### src/rtl/ahb_mem_resp_q.sv
// AHB-Lite word memory responder with fixed wait states and ERROR
// response for out-of-range addresses; backdoor preload port.
//
// Ports:
//   hclk, hrst        clock, async active-high reset
//   hsel, htrans      slave select, transfer type (bit1 = active)
//   haddr, hwrite     byte address, write enable (address phase)
//   hwdata            write data (data phase)
//   hready            bus-level ready (previous transfer complete)
//   hreadyout, hresp  this slave's ready and OKAY/ERROR response
//   hrdata            read data, valid only in a read's DONE cycle
//   init_en/addr/data backdoor word write
//   wr_count/rd_count saturating counts of OKAY writes/reads
module ahb_mem_resp_q #(
  parameter int DEPTH       = 64,
  parameter int WAIT_STATES = 1,
  localparam int AW         = $clog2(DEPTH)
) (
  input  logic          hclk,
  input  logic          hrst,
  input  logic          hsel,
  input  logic [1:0]    htrans,
  input  logic [31:0]   haddr,
  input  logic          hwrite,
  input  logic [31:0]   hwdata,
  input  logic          hready,
  output logic          hreadyout,
  output logic [31:0]   hrdata,
  output logic          hresp,
  input  logic          init_en,
  input  logic [AW-1:0] init_addr,
  input  logic [31:0]   init_data,
  output logic [15:0]   wr_count,
  output logic [15:0]   rd_count
);

  typedef enum logic [2:0] {
    S_IDLE,
    S_WAIT,
    S_DONE,
    S_ERR1,
    S_ERR2
  } state_t;

  state_t          state_q, state_d;
  state_t          start_st;
  logic [AW-1:0]   idx_q, idx_d;
  logic            wr_q, wr_d;
  logic [3:0]      cnt_q, cnt_d;
  logic            rdy_q, resp_q;
  logic [15:0]     wr_count_q, rd_count_q;
  logic [31:0]     mem [DEPTH];

  logic            accept;
  logic            oor;
  logic            commit_wr;
  logic            commit_rd;
  logic            unused_ok;

  assign unused_ok = ^{haddr[1:0], htrans[0]};

  assign accept    = hsel & htrans[1] & hready;
  assign oor       = |haddr[31:AW+2];
  assign commit_wr = (state_q == S_DONE) & wr_q;
  assign commit_rd = (state_q == S_DONE) & ~wr_q;

  // Errors skip the wait-state counter entirely.
  always_comb begin
    start_st = S_DONE;
    if (oor) begin
      start_st = S_ERR1;
    end else if (WAIT_STATES > 0) begin
      start_st = S_WAIT;
    end
  end

  function automatic logic rdy_of(state_t s);
    return !((s == S_WAIT) || (s == S_ERR1));
  endfunction

  function automatic logic resp_of(state_t s);
    return (s == S_ERR1) || (s == S_ERR2);
  endfunction

  always_comb begin
    state_d = state_q;
    cnt_d   = cnt_q;
    idx_d   = idx_q;
    wr_d    = wr_q;
    case (state_q)
      S_WAIT: begin
        cnt_d = cnt_q - 4'd1;
        if (cnt_q <= 4'd1) begin
          state_d = S_DONE;
        end
      end
      S_ERR1: begin
        state_d = S_ERR2;
      end
      // IDLE, DONE and ERR2 all end a data phase and may accept.
      default: begin
        state_d = S_IDLE;
        if (accept) begin
          state_d = start_st;
          cnt_d   = 4'(WAIT_STATES);
          idx_d   = haddr[AW+1:2];
          wr_d    = hwrite;
        end
      end
    endcase
  end

  always_ff @(posedge hclk or posedge hrst) begin
    if (hrst) begin
      state_q    <= S_IDLE;
      cnt_q      <= '0;
      idx_q      <= '0;
      wr_q       <= 1'b0;
      rdy_q      <= 1'b1;
      resp_q     <= 1'b0;
      wr_count_q <= '0;
      rd_count_q <= '0;
    end else begin
      state_q <= state_d;
      cnt_q   <= cnt_d;
      idx_q   <= idx_d;
      wr_q    <= wr_d;
      rdy_q   <= rdy_of(state_d);
      resp_q  <= resp_of(state_d);
      if (commit_wr && (wr_count_q != 16'hFFFF)) begin
        wr_count_q <= wr_count_q + 16'd1;
      end
      if (commit_rd && (rd_count_q != 16'hFFFF)) begin
        rd_count_q <= rd_count_q + 16'd1;
      end
    end
  end

  // Contents survive reset; the later assignment gives the bus
  // write priority over a same-index backdoor write.
  always_ff @(posedge hclk) begin
    if (init_en) begin
      mem[init_addr] <= init_data;
    end
    if (commit_wr) begin
      mem[idx_q] <= hwdata;
    end
  end

  assign hreadyout = rdy_q;
  assign hresp     = resp_q;
  assign hrdata    = commit_rd ? mem[idx_q] : '0;
  assign wr_count  = wr_count_q;
  assign rd_count  = rd_count_q;

endmodule

### config.mk
export PLATFORM = sky130hd
export DESIGN_NAME = ahb_mem_resp_q
export DESIGN_NICKNAME = d
export VERILOG_FILES = /design/src/rtl/ahb_mem_resp_q.sv
export SDC_FILE = /design/constraint.sdc
export NUM_CORES = 2
export LEC_CHECK = 0
export BUFFER_PORTS_ARGS = -buffer_cell sky130_fd_sc_hd__buf_2
export CAP_MARGIN = 10
export CORE_MARGIN = 1
export CORE_UTILIZATION = 49
export DETAILED_ROUTE_END_ITERATION = 16
export GPL_TIMING_DRIVEN = 0
export PLACE_DENSITY = 0.76
export SLEW_MARGIN = 40
export SYNTH_ARGS = -nofsm -noshare
export SYNTH_HDL_FRONTEND = slang
export SYNTH_SLANG_ARGS = --single-unit
### constraint.sdc
create_clock -name hclk -period 9.4 [get_ports hclk]
set_input_delay 1.41 -clock hclk [delete_from_list [all_inputs] [get_ports hclk]]
set_output_delay 1.41 -clock hclk [all_outputs]
set_load 0.005 [all_outputs]
# Yosys cells after proc, flatten, opt, wreduce, memory -nomap -nowiden
# Memories as Yosys holds them, arrays and structs flattened.
# Cells that the tools add are included.
# word_totals
regBits,48
latchBits,0
ram_bits,2048
rom_bits,0
input_bits,110
out_inout_bits,66
elab_cells,49
memories,1
# classes
addsub,3
mul,0
div,0
n_lt_le_gt_ge,1
eq_ne,8
shifts,0
muxes,11
bitwise_logic,7
n_reduce_logical,10
# mem_list
memory,words,word_bits,rd,rd_clocked_by_memory_dff,write_ports,line_no,source
mem,64,32,1,0,2,52,logic [31:0] mem [DEPTH];
# op_table
cell,count
$add A16 B1 Y16 const B,2
$mux W32,1
$ne A16 B16 Y1 const B,2
$reduce_or A24 Y1,1
$eq A3 B2 Y1 const B,3
$pmux W4 S2,1
$eq A3 B1 Y1 const B,2
$mux W3,2
$pmux W3 S2,1
$and A1 B1 Y1,4
$le A4 B1 Y1 const B,1
$mux W1,4
$mux W4,1
$reduce_and A2 Y1,2
$sub A4 B1 Y4 const B,1
$eq A3 B3 Y1 const B,1
$not A1 Y1,3
$logic_and A1 B1 Y1,2
$logic_or A1 B1 Y1,2
$mux W2,1
$reduce_bool A2 Y1,1
$reduce_or A2 Y1,1
$logic_not A1 Y1,1

# Longest topological paths before layout
# depth
depth_word,7
depth_mapped,9
mapped_depth_nobuf,5

# Worst setup path before layout
# Ideal clock, no wire load.
# synth_timing
path_type,input to register
start,input port init_addr[3]
end,memory mem[23][0] (enable)
setup_ns,0.466
arrival_time_ns,4.491
required_ns,8.934
path_slack_ns,4.443
path_stages,4
path_buffers,2
path_cell_list,clkbuf_1 or3b_2 clkbuf_1 o21ai_0
# synth_lines
item,line_no,source
start: declaration,31,"input logic [AW-1:0] init_addr,"
end: declaration,52,

# Worst setup path in the final report
# layout_timing
start,register idx_q[0]
end,output port hrdata[21]
# layout_via
elab_chain_cells,2
# layout_rtl
item,line_no,source
start: declaration,47,"logic [AW-1:0] idx_q, idx_d;"
start signal: assignment,126,idx_q <= idx_d;
$mem_v2 Z64 W32,n/a,
$mux W32,152,assign hrdata = commit_rd ? mem[idx_q] : '0;
end: declaration,28,"output logic [31:0] hrdata,"
# No other way between the ends.

==> impl_metrics.csv <==
group,metric,value,unit
timing,slew_violations,0,
floorplan,fp.dieH,472,um
logic_synthesis,syn_area,108000,um2
timing,finalSetupViolations,0,
logic_synthesis,synth_common_cells,"edfxtp_1, mux2_2, clkbuf_1",
logic_synthesis,synth_top_area_share,56.9,%
grt,grt_pass1_wl,518000,um
cells_and_area,regArea,62700,um2
placed_design,gp_congestion,1.02,
clock_tree,cts_tree,"built",
drt,drt_pass1_iterations,9,
timing,grt_setup_unrepaired,"no",
timing,slew_headroom,31.9,%
logic_synthesis,post-synth-top-count-cell,"edfxtp_1",
placed_design,io_buffers,107,
floorplan,start_util,49.3,%
timing,min_period,7.30,ns
cells_and_area,fill_cells,17100,
power,p_sw,9.95,mW
logic_synthesis,syn_inst,7087,
floorplan,core_area,220000,um2
timing,fmax,137,MHz
timing,clock_skew,0.0581,ns
logic_synthesis,yosysTopAreaCell,"edfxtp_1",
drt,vias,71600,
drt,avgRoutedWirePerCell,35.5,um
logic_synthesis,synthArstFlopShare,2.29,%
cells_and_area,layout.nets,7672,
clock_tree,post-cts-setup-buffers,0,
setup_path,cp_data_required_time,7.99,ns
power,seqPwrFrac,37.7,%
timing,finalSetupTns,0,ns
setup_path,crit_fanout,13,
power,max-vdd-ir-drop,0.234,mV
clock_tree,post_cts_resized,0,
logic_synthesis,avgSynthCellArea,15.3,um2
floorplan,rows,172,
setup_path,reg2reg_slack,4.93,ns
logic_synthesis,synth_edf_count,2048,
drt,drc_errors,0,
power,switching_share,35.7,%
clock_tree,ctsHoldBuffers,0,
worst_hold_path,hp-class,"input pin to asynchronous set/reset pin",
cells_and_area,area_delta_synth_final,12.9,%
timing,hold_viol,0,
placed_design,place_ws,3.48,ns
grt,grt_max_degree,43,
logic_synthesis,synth_fp_nets,7201,
logic_synthesis,synth_warnings,0,
power,power_frac_comb,33.0,%
setup_path,path_class,"flip-flop to primary output",
timing,worst_pin_slew,1.02,ns
power,p_int,17.9,mW
clock_tree,root_buffer,"clkbuf_16",
timing,setup_ws,2.10,ns
power,p_leak,40.7,nW
clock_tree,cts_buffers,213,
clock_tree,htree_levels,4,
cells_and_area,multi_input_area,42300,um2
drt,ant_nets,0,
logic_synthesis,synthFlopType,"edfxtp_1",
grt,grt_pass1_vias,69500,
floorplan,fp.dieW,472,um
job,maxCapViolCount,0,
clock_tree,cts.clk_slew.worst_paths,0.06,ns
grt,antenna_found_initial,52,
drt,postRouteWirelength,376000,um
logic_synthesis,ys_ff_latch,2096,
floorplan,die_area,223000,um2
clock_tree,max-clock-path-buffers,3,
setup_path,arrival,5.89,ns
timing,period_share,77.7,%
grt,grtUsageTotal,33.0,%
cells_and_area,drive_above_1_share,43.7,%
power,clock_power_share,29.3,%
logic_synthesis,ys_seq_area_share,58.0,%
floorplan,pin_count,176,
power,p_per_area,228,nW/um2
outcome,status,"completed",
drt,drtIter0Drc,10700,
grt,gr-total-overflow,0,
clock_tree,cts.sinks,2096,
setup_path,start_kind,"flip-flop",
logic_synthesis,synthTopCellsByArea,"edfxtp_1, mux2_2, mux4_2",
clock_tree,worstSkewPairLatency,0.91,ns
placed_design,dpl.hpwl,288000,um
setup_path,end_kind,"primary output",
drt,viasPerCell,6.74,
logic_synthesis,synthDistinctLibCells,58,
==> power groups by stage <==
| stage | Sequential [mW] | Clock (mW) | Combinational [mW] |
|---|---|---|---|
| detailed placement | 10.7 | 0 | 8.73 |
| global placement | 10.7 | 0 | 8.45 |
| finish | 10.5 | 8.16 | 9.19 |
| floorplan | 10.7 | 0 | 5.11 |
| global route | 10.5 | 8.46 | 9.26 |
| CTS | 10.5 | 8.11 | 8.77 |
==> path summary, 6_finish.rpt <==
check,from,to,cells past startpoint
min in group hclk,wr_count[9],wr_count[9],1
worst min-delay path,hrst,rd_count[8],2
worst max-delay path,idx_q[0],hrdata[21],10
worst min register to register,wr_count[9],wr_count[9],1
max in group asynchronous,hrst,hreadyout,3
worst max register to register,idx_q[0],mem[15][16],9
==> layer usage <==
layer  track usage, %  vias up  part of all wire (%)
met1             42.0    36500                    36
met2             51.0     5264                    45
met3             9.00     1008                    13
met4             18.7       12                   6.5
met5                0        -                 0.029
li1                 -    28800                     -
==> logic make-up (layout without fill, tap and decap cells) <==
group / count (synthesis) / in the layout / synth area share [%]
other cells: 0 / 34 / 0
fa+ha+maj: 4 / 4 / 0.0463
buf+inv: 979 / 1599 / 3.79
simple gates: 464 / 464 / 2.41
mux: 2728 / 2728 / 30.6
flops: 2096 / 2096 / 58.0
xor+xnor: 30 / 30 / 0.243
compound gates: 786 / 786 / 4.95
==> critical path, stage by stage, from the launching register on <==
cell	delay [ns]
dfrtp_1	0.74
buf_2	0.48
buf_2	0.43
buf_4	0.55
buf_2	0.53
buf_2	0.50
a21oi_1	0.08
a211oi_1	0.50
o21ai_0	0.17
a41oi_1	0.70
buf_2	0.24
==> per-stage QoR <==
stage	util, %	hold slack [ns]	std cells	total power, mW	instance area [um2]
finish	55.6	0.387	10600	27.8	122000
global route	55.6	0.387	10600	28.2	122000
CTS	55.5	0.350	10600	27.4	122000
detailed placement	52.6	0.484	10200	19.4	116000
global placement	51.2	0.467	10100	19.1	112000
floorplan	-	0.477	7087	15.8	108000
==> placed cells by master (no fill, tap or decap), types with 68 or more instances in the layout <==
cell / Yosys / layout
a21oi_1: 134 / 133
a22oi_1: 128 / 128
buf_1: 95 / 68
buf_2: 283 / 409
buf_8: 0 / 120
clkbuf_1: 542 / 538
clkbuf_16: 0 / 214
clkbuf_2: 0 / 69
edfxtp_1: 2048 / 2048
mux2_2: 2043 / 2043
mux2i_1: 416 / 416
mux4_2: 256 / 256
nand2_1: 77 / 76
nand3_1: 87 / 83
nor2_1: 76 / 72
o21ai_0: 132 / 100
o22ai_1: 129 / 97
==> cell type report <==
| type | instances | area share [%] |
|---|---|---|
| buffer | 938 | 3.32 |
| clock buffer | 271 | 4.56 |
| sequential | 2096 | 51.3 |
| multi-input combinational | 4012 | 34.6 |
| inverter | 41 | 0.128 |
| antenna | 34 | 0.0697 |
| clock inverter | 93 | 0.678 |
| tap | 2871 | 2.94 |
| timing repair buffer | 256 | 2.37 |
==> sequential cells by signal, indices dropped and copies added (netlist names) <==
name / count
cnt_q: 4
hreadyout: 1
hresp: 1
idx_q: 6
mem: 2048
rd_count: 16
state_q: 3
wr_count: 16
wr_q: 1
(Power assumes the default switching activity.)
